`src/rtl/step_sequencer.sv`:
```
// Step/dir motion sequencer: queued move commands become evenly spaced step
// pulses, with direction setup time and a signed running position count.
module step_sequencer #(
  parameter int DEPTH      = 4,   // power of two, >= 2
  parameter int STEP_WIDTH = 4,
  parameter int DIR_SETUP  = 16
) (
  input  logic        clk,
  input  logic        reset,
  input  logic        cmd_valid,
  output logic        cmd_ready,
  input  logic        cmd_dir,
  input  logic [31:0] cmd_steps,
  input  logic [23:0] cmd_interval,
  input  logic        abort,
  input  logic        pos_clear,
  output logic        step,
  output logic        dir,
  output logic        busy,
  output logic        move_done,
  output logic [31:0] position
);

  localparam int          AW      = $clog2(DEPTH);
  localparam logic [23:0] MIN_IVL = 24'(STEP_WIDTH + 1);
  localparam logic [23:0] SW_M1   = 24'(STEP_WIDTH - 1);
  localparam logic [23:0] DS_M1   = 24'(DIR_SETUP - 1);

  typedef enum logic [1:0] {S_IDLE, S_SETUP, S_PULSE, S_INTERVAL} state_t;

  typedef struct packed {
    logic        dir;
    logic [31:0] steps;
    logic [23:0] interval;
  } cmd_t;

  cmd_t          mem_q [DEPTH];
  logic [AW-1:0] wr_ptr_q, rd_ptr_q;
  logic [AW:0]   count_q;

  state_t        state_q, state_d;
  logic          step_q, step_d, dir_q, dir_d, done_q, done_d;
  logic [31:0]   pos_q, pos_d, rem_q, rem_d;
  logic [23:0]   tmr_q, tmr_d, ivl_m1_q, ivl_m1_d;
  logic          push, pop, rise, launch;
  cmd_t          head, wr_cmd;
  logic [23:0]   head_ivl_m1;

  // Small queue: head is read combinationally so a pop can start a pulse on the same edge.
  assign head        = mem_q[rd_ptr_q];
  assign wr_cmd      = {cmd_dir, cmd_steps, cmd_interval};
  assign head_ivl_m1 = ((head.interval < MIN_IVL) ? MIN_IVL : head.interval) - 24'd1;

  assign cmd_ready = (count_q != (AW+1)'(DEPTH)) && !abort;
  assign push      = cmd_valid && cmd_ready;
  assign busy      = (state_q != S_IDLE) || (count_q != '0);
  assign step      = step_q;
  assign dir       = dir_q;
  assign move_done = done_q;
  assign position  = pos_q;

  always_comb begin
    state_d  = state_q;
    step_d   = step_q;
    dir_d    = dir_q;
    done_d   = 1'b0;
    rem_d    = rem_q;
    tmr_d    = tmr_q;
    ivl_m1_d = ivl_m1_q;
    pop      = 1'b0;
    rise     = 1'b0;
    launch   = 1'b0;

    // tmr_q counts cycles since the last step rise (or since entering SETUP).
    case (state_q)
      S_IDLE:  launch = (count_q != '0);
      S_SETUP: begin
        if (tmr_q == DS_M1) rise = 1'b1;
        else                tmr_d = tmr_q + 24'd1;
      end
      S_PULSE: begin
        tmr_d = tmr_q + 24'd1;
        if (tmr_q == SW_M1) begin
          step_d  = 1'b0;
          state_d = S_INTERVAL;
        end
      end
      S_INTERVAL: begin
        if (tmr_q == ivl_m1_q) begin
          if (rem_q != '0) begin
            rise = 1'b1;
          end else begin
            done_d  = 1'b1;
            state_d = S_IDLE;
            // A zero-length head waits one cycle so its move_done stays a distinct pulse.
            launch  = (count_q != '0) && (head.steps != '0);
          end
        end else begin
          tmr_d = tmr_q + 24'd1;
        end
      end
      default: state_d = S_IDLE;
    endcase

    if (launch) begin
      pop      = 1'b1;
      ivl_m1_d = head_ivl_m1;
      rem_d    = head.steps;
      if (head.steps == '0) begin
        done_d  = 1'b1;
        state_d = S_IDLE;
      end else if (head.dir != dir_q) begin
        dir_d   = head.dir;
        tmr_d   = '0;
        state_d = S_SETUP;
      end else begin
        rise = 1'b1;
      end
    end

    if (rise) begin
      step_d  = 1'b1;
      tmr_d   = '0;
      rem_d   = rem_d - 32'd1;
      state_d = S_PULSE;
    end

    if (abort) begin
      state_d  = S_IDLE;
      step_d   = 1'b0;
      dir_d    = dir_q;
      done_d   = 1'b0;
      rem_d    = '0;
      tmr_d    = '0;
      ivl_m1_d = '0;
      pop      = 1'b0;
      rise     = 1'b0;
    end

    if (pos_clear) pos_d = '0;
    else if (rise) pos_d = dir_d ? pos_q + 32'd1 : pos_q - 32'd1;
    else           pos_d = pos_q;
  end

  always_ff @(posedge clk) begin
    if (push) mem_q[wr_ptr_q] <= wr_cmd;
  end

  always_ff @(posedge clk) begin
    if (reset) begin
      state_q  <= S_IDLE;
      step_q   <= 1'b0;
      dir_q    <= 1'b0;
      done_q   <= 1'b0;
      pos_q    <= '0;
      rem_q    <= '0;
      tmr_q    <= '0;
      ivl_m1_q <= '0;
      wr_ptr_q <= '0;
      rd_ptr_q <= '0;
      count_q  <= '0;
    end else begin
      state_q  <= state_d;
      step_q   <= step_d;
      dir_q    <= dir_d;
      done_q   <= done_d;
      pos_q    <= pos_d;
      rem_q    <= rem_d;
      tmr_q    <= tmr_d;
      ivl_m1_q <= ivl_m1_d;
      if (abort) begin
        wr_ptr_q <= '0;
        rd_ptr_q <= '0;
        count_q  <= '0;
      end else begin
        if (push) wr_ptr_q <= wr_ptr_q + AW'(1);
        if (pop)  rd_ptr_q <= rd_ptr_q + AW'(1);
        count_q <= count_q + (AW+1)'(push) - (AW+1)'(pop);
      end
    end
  end

endmodule
```
`config.mk`:
```
export PLATFORM = sky130hd
export DESIGN_NAME = step_sequencer
export DESIGN_NICKNAME = d
export VERILOG_FILES = /design/src/rtl/step_sequencer.sv
export SDC_FILE = /design/constraint.sdc
export NUM_CORES = 1
export LEC_CHECK = 0
export CORE_AREA = 5 5 201 164
export CTS_CLUSTER_DIAMETER = 100
export DETAILED_ROUTE_END_ITERATION = 16
export DIE_AREA = 0 0 206 169
export GPL_TIMING_DRIVEN = 0
export MAX_ROUTING_LAYER = met4
export PLACE_DENSITY = 0.74
export SYNTH_ARGS = -nofsm -noshare
export SYNTH_HDL_FRONTEND = slang
export SYNTH_SLANG_ARGS = --single-unit
export TNS_END_PERCENT = 10
```
`constraint.sdc`:
```
create_clock -name clk -period 7.8 [get_ports clk]
set_input_delay 1.95 -clock clk [delete_from_list [all_inputs] [get_ports clk]]
set_output_delay 1.95 -clock clk [all_outputs]
set_load 0.01 [all_outputs]
```
# Yosys cells after proc, flatten, opt, wreduce, memory -nomap -nowiden
# Memories as Yosys holds them, arrays and structs flattened. A register that Yosys moved wholly into a read port is not among the register bits.
# Index checks and enable logic that the tools add are counted.
# W data, S select, Z words.
[totals] regBits=124 ram_bits=228 inputBits=62 output_inout_bits=37 elab_cells=95 n_memories=1
[mem_list] memory="mem_q" depth=4 word_bits=57 read_ports=1 rd_clocked_by_memory_dff=1 wr=1 line_no="37" source="cmd_t mem_q [DEPTH];"
[classes] n_addsub=9 n_lt_le_gt_ge=1 eq_ne=8 mux=47 n_reduce_logical=17
[op_table] operator="$mux W24" count=6
[op_table] operator="$mux W32" count=3
[op_table] operator="$pmux W24 S3" count=1
[op_table] operator="$reduce_bool A32 Y1" count=2
[op_table] operator="$sub A32 B1 Y32 const B" count=2
[op_table] operator="$add A32 B1 Y32 const B" count=1
[op_table] operator="$logic_not A32 Y1" count=1
[op_table] operator="$mux W1" count=25
[op_table] operator="$add A24 B1 Y24 const B" count=1
[op_table] operator="$eq A24 B2 Y1 const B" count=1
[op_table] operator="$eq A24 B24 Y1" count=1
[op_table] operator="$eq A24 B4 Y1 const B" count=1
[op_table] operator="$lt A24 B3 Y1 const B" count=1
[op_table] operator="$sub A24 B1 Y24 const B" count=1
[op_table] operator="$mux W2" count=9
[op_table] operator="$reduce_bool A2 Y1" count=3
[op_table] operator="$add A2 B1 Y2 const B" count=2
[op_table] operator="$eq A2 B2 Y1 const B" count=2
[op_table] operator="$pmux W1 S2" count=2
[op_table] operator="$pmux W2 S2" count=1
[op_table] operator="$reduce_or A2 Y1" count=2
[op_table] operator="$add A3 B1 Y3" count=1
[op_table] operator="$logic_and A1 B1 Y1" count=3
[op_table] operator="$ne A3 B3 Y1 const B" count=1
[op_table] operator="other kinds (9)" count=9

# Depth between registers and ports, before layout
# Gate-level depths: netlist of run 1.
[logic_depth] ltp_word=9 mapped_depth=22 mapped_depth_nobuf=16

# Worst setup path before layout of run 1
# Ideal clock, no wire load.
[synth_path] kind="reg-to-reg" startpoint="register rem_q[3]" endpoint="register pos_q[28] (netlist: position[28])" setup_ns=0.078 arrival_ns=5.016 t_required_ns=7.722 path_slack_ns=2.706 stages_incl_launch_ff=20 path_buffers=4 period_less_slack_ns=5.094 path_cell_list="dfxtp_1 or4_1 or3_1 or4_4 or4_4 buf_6 a2111o_1 a21o_1 buf_6 clkbuf_1 xnor2_1 ha_1 clkbuf_1 nor2_1 and3_1 a211oi_1 o22ai_1 o311a_1 o21a_1 nor3_1"
[synth_between] elab_chain_len=8 word_cells_on_any_way=14 classes_between="mux (13); reduce/logical (1)"
[synth_rtl] element="start: declaration" line_no="43" source="logic [31:0] pos_q, pos_d, rem_q, rem_d;"
[synth_rtl] element="start signal: assignment" line_no="168" source="rem_q <= rem_d;"
[synth_rtl] element="$reduce_bool A32 Y1 *" line_no="90" source="if (rem_q != '0) begin"
[synth_rtl] element="$mux W1" line_no="90"
[synth_rtl] element="$mux W1" line_no="89" source="if (tmr_q == ivl_m1_q) begin"
[synth_rtl] element="$pmux W1 S2" line_no="75" source="case (state_q)"
[synth_rtl] element="$mux W1" line_no="112" source="end else if (head.dir != dir_q) begin"
[synth_rtl] element="$mux W1" line_no="109" source="if (head.steps == '0) begin"
[synth_rtl] element="$mux W1" line_no="105" source="if (launch) begin"
[synth_rtl] element="$mux W1" line_no="128" source="if (abort) begin"
[synth_rtl] element="end signal: assignment" line_no="167" source="pos_q <= pos_d;"
[synth_rtl] element="end: declaration" line_no="43"
# Mark *: on every way between the ends. The rest lies on a longest branch, timed or not.
# A chain may end at the register's enable or synchronous reset.

==> impl_metrics.json, run 1 <==
{
  "outcome": "completed",
  "dr_total_vias": 11890,
  "drive_gt1_share_pct": 11.19,
  "clk_pin_slew_ps": 60,
  "ys_warn_count": 0,
  "syn2layout_area_growth_pct": 16.53,
  "min_period_ps": 6467,
  "syn_area_um2": 16570,
  "powerDensity_nw_per_um2": 227.6,
  "setup_slack_ps": 1333,
  "path_class": "flip-flop to flip-flop",
  "drtAntennaViolNets": 0,
  "fill_cells": 2402,
  "rows": 58,
  "timing.final.crit_share_pct": 82.91,
  "synthCells": 1390,
  "cts_made_buffers": 37,
  "yosys.area.top_type_share_pct": 41.32,
  "power.switching_mw": 1.130,
  "rsz0062_at_grt": "false",
  "grt_max_degree": 58,
  "placed_area_um2": 18090,
  "pwr-share-comb_pct": 13.1,
  "grt_use_total_pct": 23.55,
  "post_cts.repair.setup_buffers": 0,
  "final_net_count": 1604,
  "slowest_stage": "nor4_4",
  "pwr-share-seq_pct": 46.9,
  "finalHoldViolations": 0,
  "ys_async_sr_fraction_pct": 0,
  "fp.dieW_um": 206,
  "avgSynthCellArea_um2": 11.92,
  "cts.sinks": 354,
  "ff_latch_area_um2": 9369,
  "syn_nets": 1468,
  "dp_worst_setup_slack_ps": 1364,
  "switching_share_pct": 25.72,
  "post-route-util_pct": 62.60,
  "finalSetupViolCount": 0,
  "hold_path_class": "flip-flop to flip-flop",
  "worstPathArrival_ps": 6920,
  "grt_pass1_vias": 11410,
  "ys_ff_latch": 354,
  "grt_antenna_before_repair": 1,
  "relSlewSlack_pct": 37.97,
  "cp-start-kind": "flip-flop",
  "synthTopCellsByCount": "228 x edfxtp_1, 152 x nor2_1, 126 x dfxtp_1",
  "clk_latency_ps": 540,
  "synthDistinctLibCells": 80,
  "design_area_um2": 19310,
  "place.gp.congestion": 0.9582,
  "yosysSeqAreaShare_pct": 56.54,
  "drtIter0Drc": 958,
  "synth_edf_count": 228,
  "dieArea_um2": 34810,
  "post_drt_wl_per_cell_um": 20.27,
  "routed_wl_um": 40060,
  "core_area_um2": 30840,
  "crit_chain": "buf_2, buf_6, buf_4, mux4_2, nor3_1, nand4_1, nor4_4, a2111o_1, a21o_1, buf_6, clkbuf_1, xnor2_1, ha_1, clkbuf_1, nor2_1, and3_1, a211oi_1, o22ai_1, o311a_1, o21a_1, nor3_1",
  "required_ps": 8250,
  "htree_levels": 2,
  "firstDrtPassIters": 8,
  "synth_area_leaders": "edfxtp_1 41%, dfxtp_1 15%, mux4_2 7.6%",
  "cap_violations": 0,
  "path_max_fanout": 10,
  "yosysTopAreaCell": "edfxtp_1",
  "ir_worst_vdd_mv": 0.2184,
  "critPathMaxStageDelay_ps": 640,
  "slew_violations": 0,
  "port-buffer-count": 97,
  "dp_hpwl_um": 26960,
  "clockBufferDepth": 3,
  "grt_pass1_wl_um": 63350,
  "worst_pin_slew_ps": 930.4,
  "tns_ps": 0,
  "skew_ps": 17.40,
  "die_y_um": 169,
  "io_pins": 99,
  "fmax_ghz": 0.1546,
  "synth_most_common_cell": "edfxtp_1",
  "multi_input_area_um2": 6839,
  "clkPwrFrac_pct": 40.0,
  "crit_path_end_kind": "flip-flop",
  "start_util_pct": 53.72,
  "clockRootBuffer": "clkbuf_16",
  "cts_hold_buf": 0,
  "drc": 0,
  "cts_tree": "built",
  "hold_start": "ivl_m1_q[2]",
  "cts_resized": 0,
  "viasPerCell": 6.015,
  "p_int_mw": 3.265,
  "power_leakage_nw": 6.431,
  "grt-ovfl-total": 0,
  "ys.flop_type": "edfxtp_1"
}
==> critical path, delay by kind of cell (launching register included) <==
| family | cells | cell delay, ps |
|---|---|---|
| xor+xnor | 1 | 180 |
| mux | 1 | 580 |
| buf+inv | 6 | 1640 |
| fa+ha+maj | 1 | 160 |
| simple gates | 6 | 1950 |
| compound gates | 6 | 1570 |
| flops | 1 | 300 |
==> cell families (layout without fill, tap and decap cells) <==
| logic type | count (synthesis) | count (layout) | share of synthesized area, % |
|---|---|---|---|
| buffers and inverters | 88 | 253 | 2.303 |
| AOI/OAI and AO/OA | 196 | 196 | 7.687 |
| xor gates and xnor gates | 105 | 105 | 5.550 |
| other | 0 | 1 | 0 |
| and+or+nand+nor | 540 | 540 | 16.85 |
| DFF | 354 | 354 | 56.54 |
| adders and majority gates | 16 | 16 | 1.253 |
| muxes | 91 | 91 | 9.817 |
==> final timing paths <==
check / slack (ps) / to / cells after the start
worst max-delay path: 1330 / position[28] / 21
worst min-delay path: 490 / ivl_m1_q[2] / 2
worst max register to register: 1330 / position[28] / 21
worst min register to register: 490 / ivl_m1_q[2] / 2
==> power by group through the flow <==
stage	clock [mW]	sequential (mW)	combinational (mW)
CTS	1.79	2.06	0.567
floorplan	0	2.10	0.386
global placement	0	2.10	0.554
detailed placement	0	2.10	0.563
global route	1.87	2.06	0.626
finish	1.76	2.06	0.574
==> stage by stage <==
| stage | hold WS [ps] | instances | power [mW] |
|---|---|---|---|
| after global routing | 502.8 | 1976 | 4.558 |
| after CTS | 479.8 | 1975 | 4.414 |
| after floorplan | 443.6 | 1390 | 2.482 |
| final | 488.7 | 1976 | 4.395 |
| after global placement | 466.9 | 1907 | 2.654 |
| after detailed placement | 465.7 | 1907 | 2.664 |
==> sequential cells by signal, indices dropped and copies added, names as in the netlist, named ones only <==
signal / flops
count_q: 3
dir: 1
ivl_m1_q: 24
mem_q: 228
move_done: 1
position: 32
rd_ptr_q: 2
rem_q: 32
state_q: 2
step: 1
tmr_q: 24
wr_ptr_q: 2
==> layout by cell type (no fill, tap or decap), types with 15 or more instances in the layout <==
cell type / count
edfxtp_1: 228
nor2_1: 152
dfxtp_1: 126
clkdlybuf4s50_1: 97
nand2_1: 95
xor2_1: 61
mux4_2: 56
a21oi_1: 50
clkbuf_1: 49
nor3_1: 49
o21ai_0: 49
xnor2_1: 44
nor4_1: 43
clkbuf_16: 38
nand3_1: 36
mux2i_1: 32
nand4_1: 29
a211oi_1: 23
and3_1: 23
or3_1: 18
buf_2: 17
inv_1: 16
ha_1: 15
==> metal layers <==
| metal | global-route usage [%] | up-vias | part of all wire, % |
|---|---|---|---|
| li1 | - | 5544 | - |
| met1 | 34.44 | 5825 | 45 |
| met2 | 35.21 | 451 | 46 |
| met3 | 4.041 | 66 | 7.2 |
| met4 | 4.887 | 0 | 1.8 |
| met5 | - | - | 0 |
==> cell type report <==
type                            instances  area share (%)
Clock buffer                           45           5.268
Inverter                               16          0.3110
Tap cell                              420           2.722
Buffer                                 72           1.665
Clock inverter                         23           1.050
Sequential cell                       354           48.52
Antenna cell                            1         0.01296
Multi-Input combinational cell        948           35.42
Timing Repair Buffer                   97           5.029
(Power assumes the default switching activity.)
==> inputs of run 2 (changes only) <==
--- a/config.mk
+++ b/config.mk
@@ -5,13 +5,13 @@
 export SDC_FILE = /design/constraint.sdc
 export NUM_CORES = 1
 export LEC_CHECK = 0
-export CORE_AREA = 5 5 201 164
+export CORE_AREA = 5 5 202 165
 export CTS_CLUSTER_DIAMETER = 100
 export DETAILED_ROUTE_END_ITERATION = 16
-export DIE_AREA = 0 0 206 169
+export DIE_AREA = 0 0 207 170
 export GPL_TIMING_DRIVEN = 0
 export MAX_ROUTING_LAYER = met4
-export PLACE_DENSITY = 0.74
+export PLACE_DENSITY = 0.76
 export SYNTH_ARGS = -nofsm -noshare
 export SYNTH_HDL_FRONTEND = slang
 export SYNTH_SLANG_ARGS = --single-unit
==> constraint.sdc (replaced) <==
create_clock -name clk -period 5.85 [get_ports clk]
set_input_delay 1.4625 -clock clk [delete_from_list [all_inputs] [get_ports clk]]
set_output_delay 1.4625 -clock clk [all_outputs]
set_load 0.01 [all_outputs]
==> impl_metrics.json, run 2 (synthesis gave the netlist of run 1 again) <==
{
  "outcome": "completed",
  "crit_path_end_kind": "flip-flop",
  "core_area_um2": 31060,
  "routed_wl_um": 39880,
  "hold_path_class": "flip-flop to flip-flop",
  "final_common_cell": "edfxtp_1",
  "power.switching_mw": 1.488,
  "skew_ps": 18.80,
  "path_max_fanout": 19,
  "largest_register": "mem_q",
  "io_pins": 99,
  "required_ps": 6260,
  "dieArea_um2": 35190,
  "rsz0062_at_grt": "false",
  "critPathBufInv": 5,
  "clk_pin_slew_ps": 60,
  "grt_pass1_wl_um": 64110,
  "cap_violations": 0,
  "insertedDiodeCount": 0,
  "firstDrtPassIters": 7,
  "p_int_mw": 4.426,
  "pwr-share-comb_pct": 13.1,
  "whs_path_depth": 2,
  "slowest_stage": "mux4_2",
  "cp-start-kind": "flip-flop",
  "min_period_ps": 5507,
  "clockRootBuffer": "clkbuf_16",
  "slew_violations": 0,
  "clk_latency_ps": 540,
  "relSlewSlack_pct": 37.32,
  "grt-ovfl-total": 0,
  "dr_total_vias": 12020,
  "worst_pin_slew_ps": 940.1,
  "path_delay_family": "simple AND/OR/NAND/NOR gates",
  "path_class": "flip-flop to flip-flop",
  "fp.dieW_um": 207,
  "critPathMaxStageDelay_ps": 580,
  "cts_made_buffers": 36,
  "final_net_count": 1605,
  "crit_chain": "buf_2, buf_6, buf_4, mux4_2, nor3_1, nand4_1, nor4_4, buf_4, a211oi_2, a21o_1, buf_6, xnor2_1, ha_2, nor2_1, nand2_1, or4_1, nor3b_1, o21ai_0, xor2_1, nor2_1",
  "switching_share_pct": 25.16,
  "cts_tree": "built",
  "port-buffer-count": 97,
  "largest_reg_flops": 228,
  "place.gp.congestion": 0.9440,
  "viasPerCell": 6.086,
  "powerDensity_nw_per_um2": 305.2,
  "htree_levels": 2,
  "dp_worst_setup_slack_ps": -514.3,
  "drive_gt1_share_pct": 11.32,
  "timing.final.crit_share_pct": 94.13,
  "grt_antenna_before_repair": 0,
  "drc": 0,
  "drtAntennaViolNets": 0,
  "rows": 58,
  "grt_max_degree": 58,
  "ff2ff_path_depth": 20,
  "setup_slack_ps": 343.3,
  "most-common-layout-cells": "228 x edfxtp_1, 152 x nor2_1, 126 x dfxtp_1",
  "start_util_pct": 53.35,
  "ff_latch_area_um2": 9369,
  "post_drt_wl_per_cell_um": 20.19,
  "fill_cells": 2405,
  "cts.sinks": 354,
  "drtIter0Drc": 1150,
  "syn2layout_area_growth_pct": 16.96,
  "post-route-util_pct": 62.40,
  "dp_hpwl_um": 27370,
  "clockBufferDepth": 3,
  "multi_input_area_um2": 6847,
  "grt_use_total_pct": 23.06,
  "pwr-share-seq_pct": 46.5,
  "power_leakage_nw": 6.472,
  "ir_worst_vdd_mv": 0.2886,
  "die_y_um": 170,
  "clkPwrFrac_pct": 40.4,
  "grt_pass1_vias": 11750,
  "finalHoldViolations": 0,
  "fmax_ghz": 0.1816,
  "finalSetupViolCount": 0,
  "cp_num_cells": 20,
  "worstPathArrival_ps": 5910
}
## run 2: worst paths after layout
| check | start | endpoint | slack, ps |
|---|---|---|---|
| hold / removal | ivl_m1_q[2] | ivl_m1_q[2] | 480 |
| setup / recovery | flip-flop | position[20] | 340 |
| setup reg to reg | flip-flop | position[20] | 340 |
| hold reg to reg | ivl_m1_q[2] | ivl_m1_q[2] | 480 |
## run 2: layer usage
layer | wire length, um | track usage, % | part of all wire (%) | vias to the layer above
met1 | 17890 | 32.32 | 45 | 5909
met2 | 18280 | 35.41 | 46 | 495
met5 | 0 | - | 0 | -
met4 | 738 | 5.086 | 1.9 | 0
met3 | 2965 | 4.681 | 7.4 | 71
li1 | - | - | - | 5545
## run 2: final cells by class
class | count | share of cell area [%]
clock inverter | 21 | 1.349
clock buffer | 45 | 4.984
inverter | 16 | 0.3099
sequential | 354 | 48.34
tap | 420 | 2.712
buffer | 70 | 1.640
multi-input combinational | 948 | 35.33
timing repair buffer | 101 | 5.333
## run 2: tightest hold or removal path: stages, from the launching register on
cell and delay [ps]:
dfxtp_1 320, nand2_1 60, a21oi_1 50
## run 2: metrics by stage
stage / area [um2] / power, mW / setup TNS (ps) / hold WS, ps / instances
2_1_floorplan: 16570 / 3.310 / 0 / 443.6 / 1390
3_3_place_gp: 18070 / 3.539 / -2810 / 462.6 / 1907
3_5_place_dp: 18110 / 3.556 / -3533 / 465.0 / 1908
4_1_cts: 19340 / 5.929 / 0 / 474.9 / 1974
5_1_grt: 19380 / 6.130 / 0 / 506.5 / 1975
6_report: 19380 / 5.914 / 0 / 477.7 / 1975
## run 2: what timing repair did
item,in CTS,in global routing
pin swaps,1,1
setup endpoints to repair,8,22
hold buffers,0,0
gates resized for setup,0,6
buffers inserted,1,2
## run 2: power by group through the flow
stage | Clock (mW) | Combinational (mW) | Sequential, mW
finish | 2.39 | 0.776 | 2.75
global route | 2.54 | 0.841 | 2.75
CTS | 2.42 | 0.760 | 2.75
detailed placement | 0 | 0.755 | 2.80
global placement | 0 | 0.739 | 2.80
floorplan | 0 | 0.515 | 2.79
==> inputs of run 3 (changes only) <==
--- a/config.mk
+++ b/config.mk
@@ -6,6 +6,7 @@
 export NUM_CORES = 1
 export LEC_CHECK = 0
 export CORE_AREA = 5 5 202 165
+export CTS_BUF_LIST = sky130_fd_sc_hd__clkbuf_16
 export CTS_CLUSTER_DIAMETER = 100
 export DETAILED_ROUTE_END_ITERATION = 16
 export DIE_AREA = 0 0 207 170
==> impl_metrics.json, run 3 (synthesis gave the netlist of run 1 again) <==
{
  "clockRootBuffer": "clkbuf_16",
  "syn2layout_area_growth_pct": 16.90,
  "finalSetupViolCount": 0,
  "grt_pass1_wl_um": 64110,
  "fill_cells": 2409,
  "grt_antenna_before_repair": 0,
  "insertedDiodeCount": 0,
  "fp.dieW_um": 207,
  "dp_hpwl_um": 27370,
  "rows": 58,
  "path_max_fanout": 19,
  "drtAntennaViolNets": 0,
  "setup_slack_ps": 360.5,
  "place.gp.congestion": 0.9440,
  "min_period_ps": 5490,
  "fmax_ghz": 0.1822,
  "rsz0062_at_grt": "false",
  "io_pins": 99,
  "clk_latency_ps": 540,
  "drive_gt1_share_pct": 11.32,
  "grt-ovfl-total": 0,
  "power_leakage_nw": 6.498,
  "outcome": "completed",
  "clockBufferDepth": 3,
  "timing.final.crit_share_pct": 93.84,
  "largest_reg_flops": 228,
  "cts_made_buffers": 36,
  "firstDrtPassIters": 6,
  "r2r_slack_ps": 360,
  "slew_violations": 0,
  "drtIter0Drc": 1142,
  "port-buffer-count": 97,
  "cp-start-kind": "flip-flop",
  "finalHoldWorstSlack_ps": 477.7,
  "grt_pass1_vias": 11750,
  "viasPerCell": 6.076,
  "core_area_um2": 31060,
  "dieArea_um2": 35190,
  "worstPathArrival_ps": 5890,
  "grt_use_total_pct": 23.06,
  "path_class": "flip-flop to flip-flop",
  "required_ps": 6250,
  "drc": 0,
  "skew_ps": 18.16,
  "cts_hold_buf": 0,
  "die_y_um": 170,
  "post_drt_wl_per_cell_um": 20.20,
  "most-common-layout-cells": "228 x edfxtp_1, 152 x nor2_1, 126 x dfxtp_1",
  "finalHoldViolations": 0,
  "grt_max_degree": 58,
  "power_mw": 5.890,
  "cap_violations": 0,
  "final_net_count": 1605,
  "cts.sinks": 354,
  "relSlewSlack_pct": 37.45,
  "powerDensity_nw_per_um2": 304.1,
  "clk_pin_slew_ps": 60,
  "hold_path_class": "flip-flop to flip-flop",
  "routed_wl_um": 39900,
  "largest_register": "mem_q",
  "crit_path_end_kind": "flip-flop",
  "dp_worst_setup_slack_ps": -514.3,
  "cts_tree": "built",
  "worst_pin_slew_ps": 938.2,
  "final_common_cell": "edfxtp_1",
  "htree_levels": 2,
  "dr_total_vias": 12000,
  "ir_worst_vdd_mv": 0.2888,
  "start_util_pct": 53.35
}
## run 3: cell types whose count changed in the layout (fill, tap and decap cells not counted)
cell	delta
clkbuf_1	-7
inv_1	+7
clkbuf_8	-1
inv_2	+1
## run 3: final cells by class
cell class	count	area [um2]	area share [%]
plain buffers	70	317.8	1.641
clock buffers	37	925.9	4.780
clock inverters	29	291.5	1.505
inverters	16	60.06	0.3101
multi-input cells	948	6847	35.35
flip-flops and latches	354	9369	48.37
well taps	420	525.5	2.713
repair buffers	101	1033	5.336
## run 3: power by group
part           internal [mW]  switching [mW]  leakage (nW)  total (mW)
clock network           1.39           0.981         0.630        2.37
registers               2.71          0.0336          3.09        2.75
logic                  0.300           0.475          2.78       0.775
## run 3: timing repair
action	CTS	global route
resized for setup	0	6
hold endpoints to repair	0	0
gates cloned	0	0
setup buffers	1	2
setup endpoints to repair	8	22
pin swaps	1	1
## run 3: worst paths after layout
path	startpoint	to	cells past startpoint
worst max register to register	flip-flop	position[20]	20
worst min-delay path	ivl_m1_q[2]	ivl_m1_q[2]	2
worst max-delay path	flip-flop	position[20]	20
worst min register to register	ivl_m1_q[2]	ivl_m1_q[2]	2
## run 3: layer usage
layer / track usage (%) / routed length, um
met4: 5.086 / 769
met5: - / 0
met3: 4.681 / 3030
met2: 35.41 / 18280
met1: 32.32 / 17820
## run 3: worst max-delay path, cell delays in order (launching register included)
cell and delay (ps):
dfxtp_1 300, buf_2 180, buf_6 210, buf_4 260, mux4_2 580, nor3_1 440
nand4_1 290, nor4_4 370, buf_4 230, a211oi_2 80, a21o_1 240, buf_6 190
xnor2_1 140, ha_2 250, nor2_1 380, nand2_1 130, or4_1 470, nor3b_1 230
o21ai_0 160, xor2_1 170, nor2_1 50
## run 3: per-stage QoR
stage / setup TNS (ps) / util [%] / cells / instance area, um2
floorplan: 0 / - / 1390 / 16570
global placement: -2810 / 58.17 / 1907 / 18070
detailed placement: -3533 / 58.32 / 1908 / 18110
CTS: 0 / 62.25 / 1974 / 19330
global route: 0 / 62.36 / 1975 / 19370
finish: 0 / 62.36 / 1975 / 19370
